==> src/rtl/stack_pop_reader.sv <==
// stack_pop_reader
// Drains a push-down stack from its read side and streams each popped byte
// out on a valid/ready interface, flagging the final item with out_last.
// A start command pops `count` entries, or drains until the stack reports
// empty when count is zero. The block only ever pops; stk_PushPop is tied high.
//
// Ports:
//   Clk, Rst      clock (rising edge), asynchronous active-high reset
//   start, count  sequence request and pop count (0 = drain until empty)
//   busy, done    sequence in progress / one-cycle end-of-sequence pulse
//   underflow     stack ran dry before count was met; sticky until next start
//   stk_*         stack read side: PushPop, En strobe, data_o, empty
//   out_*         output stream: data, valid, ready, last
module stack_pop_reader #(
    parameter int DATA_WIDTH = 8,
    parameter int CNT_WIDTH  = 10
) (
    input  logic                  Clk,
    input  logic                  Rst,
    input  logic                  start,
    input  logic [CNT_WIDTH-1:0]  count,
    output logic                  busy,
    output logic                  done,
    output logic                  underflow,
    output logic                  stk_PushPop,
    output logic                  stk_En,
    input  logic [DATA_WIDTH-1:0] stk_data_o,
    input  logic                  stk_empty,
    output logic [DATA_WIDTH-1:0] out_data,
    output logic                  out_valid,
    input  logic                  out_ready,
    output logic                  out_last
);

    typedef enum logic [2:0] {
        S_IDLE,
        S_CHECK,
        S_POP,
        S_WAIT,
        S_HOLD,
        S_DONE
    } state_t;

    state_t               state, state_nxt;
    logic [CNT_WIDTH-1:0] remaining;
    logic                 drain_mode;

    // Moore-decoded outputs: the pop strobe only exists in POP, which is only
    // reached from CHECK with a non-empty stack and with no item held.
    assign stk_PushPop = 1'b1;
    assign stk_En      = (state == S_POP);
    assign done        = (state == S_DONE);

    always_ff @(posedge Clk or posedge Rst) begin
        if (Rst) state <= S_IDLE;
        else     state <= state_nxt;
    end

    always_comb begin
        state_nxt = state;
        case (state)
            S_IDLE:  if (start) state_nxt = S_CHECK;
            S_CHECK: state_nxt = stk_empty ? S_DONE : S_POP;
            S_POP:   state_nxt = S_WAIT;
            S_WAIT:  state_nxt = S_HOLD;
            // out_last already encodes "this was the final item"
            S_HOLD:  if (out_ready) state_nxt = out_last ? S_DONE : S_CHECK;
            S_DONE:  state_nxt = S_IDLE;
            default: state_nxt = S_IDLE;
        endcase
    end

    always_ff @(posedge Clk or posedge Rst) begin
        if (Rst) begin
            busy       <= 1'b0;
            underflow  <= 1'b0;
            remaining  <= '0;
            drain_mode <= 1'b0;
            out_data   <= '0;
            out_valid  <= 1'b0;
            out_last   <= 1'b0;
        end else begin
            case (state)
                S_IDLE: begin
                    if (start) begin
                        remaining  <= count;
                        drain_mode <= (count == '0);
                        busy       <= 1'b1;
                        underflow  <= 1'b0;
                    end
                end
                S_CHECK: begin
                    if (stk_empty && !drain_mode) underflow <= 1'b1;
                end
                S_WAIT: begin
                    // stk_data_o / stk_empty now show the popped byte and
                    // the post-pop fill state.
                    out_data  <= stk_data_o;
                    out_valid <= 1'b1;
                    out_last  <= drain_mode ? stk_empty
                                            : (remaining == CNT_WIDTH'(1));
                end
                S_HOLD: begin
                    if (out_ready) begin
                        out_valid <= 1'b0;
                        out_last  <= 1'b0;
                        if (!drain_mode && remaining != '0)
                            remaining <= remaining - CNT_WIDTH'(1);
                    end
                end
                S_DONE: busy <= 1'b0;
                default: ;
            endcase
        end
    end

endmodule

==> config.mk <==
export PLATFORM = sky130hd
export DESIGN_NAME = stack_pop_reader
export DESIGN_NICKNAME = d
export VERILOG_FILES = /design/src/rtl/stack_pop_reader.sv
export SDC_FILE = /design/constraint.sdc
export NUM_CORES = 1
export LEC_CHECK = 0
export CAP_MARGIN = 0
export CORE_UTILIZATION = 64
export DETAILED_ROUTE_END_ITERATION = 10
export DONT_BUFFER_PORTS = 1
export MAX_ROUTING_LAYER = met4
export PLACE_DENSITY = 0.81
export SKIP_CTS_REPAIR_TIMING = 1
export SYNTH_ARGS = -nofsm -noshare
export SYNTH_HDL_FRONTEND = slang
export SYNTH_SLANG_ARGS = --single-unit
==> constraint.sdc <==
create_clock -name Clk -period 4.7 [get_ports Clk]
set_input_delay 0.47 -clock Clk [delete_from_list [all_inputs] [get_ports Clk]]
set_output_delay 0.47 -clock Clk [all_outputs]
set_load 0.05 [all_outputs]
==> impl_metrics.py <==
metrics = {
    "outcome": {
        "status": "completed",
    },
    "power": {
        "peakVddDrop_uv": 538,
        "power_frac_seq_pct": 55.0,
        "p_int_w": 0.000525,
        "p_sw_w": 0.000569,
        "p_leak_nw": 0.579,
        "pwr-share-comb_pct": 34.7,
        "swShare_pct": 52.0,
        "p_per_area_nw_per_um2": 739,
        "p_clk_share_pct": 10.3,
        "finalPower_w": 0.00109,
    },
    "worst_setup_path": {
        "path_max_fanout": 25,
        "path_cells": "or3b_1 -> or4_1 -> nand2_8 -> mux2_1",
        "path_class": "reg -> reg",
        "cpMaxStageDelayCell": "or4_1",
        "max_stage_delay_ns": 0.84,
        "crit_required_ns": 4.93,
        "critPathTopFamily": "simple AND/OR/NAND/NOR gates",
        "cp-start-kind": "flip-flop",
        "cp-end-kind": "flip-flop",
        "cp_num_buf_inv": 0,
        "crit_arrival_ns": 2.98,
    },
    "sta": {
        "hold_ws_ns": 0.217,
        "fin_skew_ns": 0.00585,
        "hold_viol": 0,
        "rsz0062_at_grt": "false",
        "fin_crit_sh_pct": 58.6,
        "fin_crit_ns": 2.75,
        "setup_viol": 0,
        "max_freq_mhz": 363,
        "worst-slew-pin-transition_ns": 0.918,
        "slew_viol_final": 0,
        "maxSlewHeadroom_pct": 38.8,
        "final.setup.tns_ns": 0,
    },
    "drt": {
        "vias": 1185,
        "drtAntennaViolNets": 0,
        "viasPerCell": 6.85,
        "dr.pass1.iters": 5,
        "drt-total-wl_um": 3080,
        "routedWlPerCell_um": 17.8,
        "drc": 0,
        "drt_iter0_drc": 80,
    },
    "placed_design": {
        "gp_congestion": 0.973,
        "io_buffers": 0,
        "hpwlAfterDp_um": 2300,
    },
    "global_routing": {
        "grt_antenna_before_repair": 0,
        "grt-ovfl-total": 0,
        "met3_usage_pct": 5.25,
        "track_usage_pct": 28.1,
        "grt_pass1_vias": 1117,
        "grt_pass1_wl_um": 4950,
        "use_met1_pct": 36.1,
        "busiest_layer": "met2",
        "grt_max_degree": 27,
        "grt_util_met2_pct": 41.4,
    },
    "logic_synthesis": {
        "synth-async-reset-ratio_pct": 100,
        "yosysTopAreaCell": "dfrtp_1",
        "synthesis.nets": 178,
        "synth_edf_count": 0,
        "netlist_area_um2": 1450,
        "synth_seq_cells": 26,
        "synth_cell_types": 38,
        "synth_top_area_share_pct": 44.8,
        "ys_warn_count": 0,
        "synth_area_leaders": "dfrtp_1 (45%), mux2_2 (6.2%), a21oi_1 (3.8%), o21ai_0 (3.8%), o2bb2ai_1 (3.6%)",
        "synth_ff_type": "dfrtp_1",
        "yosysSeqAreaShare_pct": 44.8,
        "synth_cells": 153,
        "post_synth.cell_area_avg_um2": 9.50,
    },
    "clock_network": {
        "cts_buffer_depth": 2,
        "htreeDepth": 1,
        "cts-buffers-inserted": 3,
        "path_clk_slew_ns": 0.14,
        "cts_tree": "built",
        "insertion_delay_ns": 0.32,
        "cts.sinks": 26,
        "cts-root-buf": "clkbuf_4",
    },
    "die": {
        "core_um2": 2040,
        "die_area_um2": 2470,
        "start_util_pct": 71.2,
        "die_y_um": 49.7,
        "ios": 38,
        "die_w_um": 49.7,
        "num_rows": 16,
    },
    "layout": {
        "n_antenna_cell": 0,
        "areaGrowthSynthToFinish_pct": 1.72,
        "nets": 172,
        "drive_gt1_share_pct": 11.0,
        "post-route-util_pct": 72.4,
    },
    "job": {
        "maxCapViolCount": 0,
    },
    "min_path": {
        "hold_class": "in -> async",
    },
}
final cells by class:
cell class | count | area [µm²]
fillers | 153 | 563
flip-flops and latches | 26 | 651
inverters | 5 | 18.8
clock buffers | 4 | 36.3
multi-input cells | 111 | 739
well taps | 27 | 33.8
synthesized netlist by cell type, types with 3 or more instances:
| library cell | number |
|---|---|
| o2bb2ai_1 | 6 |
| nand2_1 | 8 |
| inv_1 | 5 |
| nand3_1 | 6 |
| mux2_2 | 8 |
| or4_1 | 3 |
| nor4_1 | 6 |
| nor3_1 | 5 |
| o21ai_0 | 11 |
| nor2b_1 | 3 |
| a21oi_1 | 11 |
| o211ai_1 | 3 |
| clkbuf_1 | 7 |
| nor2_1 | 12 |
| a22oi_1 | 3 |
| o31ai_1 | 3 |
| dfrtp_1 | 26 |
| nor3b_1 | 3 |
through the flow:
stage	cell area, µm²	setup slack, ns	instances
4_1_cts	1480	1.99	173
5_1_grt	1480	1.85	173
3_3_place_gp	1440	2.07	169
3_5_place_dp	1440	2.02	169
2_1_floorplan	1450	2.35	153
6_report	1480	1.95	173
state kept, by name, summed over array words and instances, names as in the netlist:
| signal | flops |
|---|---|
| out_last | 1 |
| underflow | 1 |
| state | 3 |
| busy | 1 |
| remaining | 10 |
| out_data | 8 |
| drain_mode | 1 |
| out_valid | 1 |
metal layers:
layer | share of wire, % | routed length, µm | up-vias
met3 | 5.2 | 160 | 9
li1 | - | - | 556
met2 | 50 | 1550 | 42
met5 | 0 | 0 | -
met1 | 42 | 1280 | 578
met4 | 2.8 | 86 | 0
path summary, 6_finish.rpt:
check	startpoint	end	slack (ns)	cells past startpoint
setup / recovery	state[2]	remaining[1]	1.95	4
hold / removal	Rst	state[2]	0.22	1
setup reg to reg	state[2]	remaining[1]	1.95	4
hold reg to reg	remaining[6]	remaining[6]	0.53	1
max in group asynchronous	Rst	out_last	3.93	1
min in group Clk	stk_empty	state[2]	0.28	2
cell usage in the layout (no fill, tap or decap), drive strengths merged:
master	instances
clkbuf	4
or3b	2
mux2	9
and3	1
or3	2
o32ai	1
nor4	6
dfrtp	26
a221oi	1
a21oi	11
ha	2
inv	5
nor3	5
or4	3
a31oi	1
nand3	6
nand4b	1
and3b	1
a211oi	2
nand2	9
o21a	1
a22oi	3
o2bb2ai	6
o211ai	3
nor3b	3
nor2b	3
o2111ai	1
o31ai	3
o21ai	11
nor4b	1
nor2	12
conb	1
logic make-up (layout without fill, tap and decap cells):
group / Yosys count / after routing / synth area share [%]
AOI/OAI and AO/OA: 44 / 44 / 19.6
adders and majority gates: 2 / 2 / 1.72
and+or+nand+nor: 55 / 55 / 21.6
muxes: 9 / 9 / 6.97
DFF: 26 / 26 / 44.8
other: 1 / 1 / 0.258
buffers and inverters: 16 / 9 / 5.08
power by group through the flow:
stage	clock, W	combinational, W	sequential [W]
floorplan	0	0.000340	0.000557
global placement	0	0.000359	0.000598
detailed placement	0	0.000373	0.000606
CTS	0.000114	0.000376	0.000600
global route	0.000126	0.000418	0.000617
finish	0.000112	0.000379	0.000601
No activity file was read; power rests on OpenSTA's default activity.
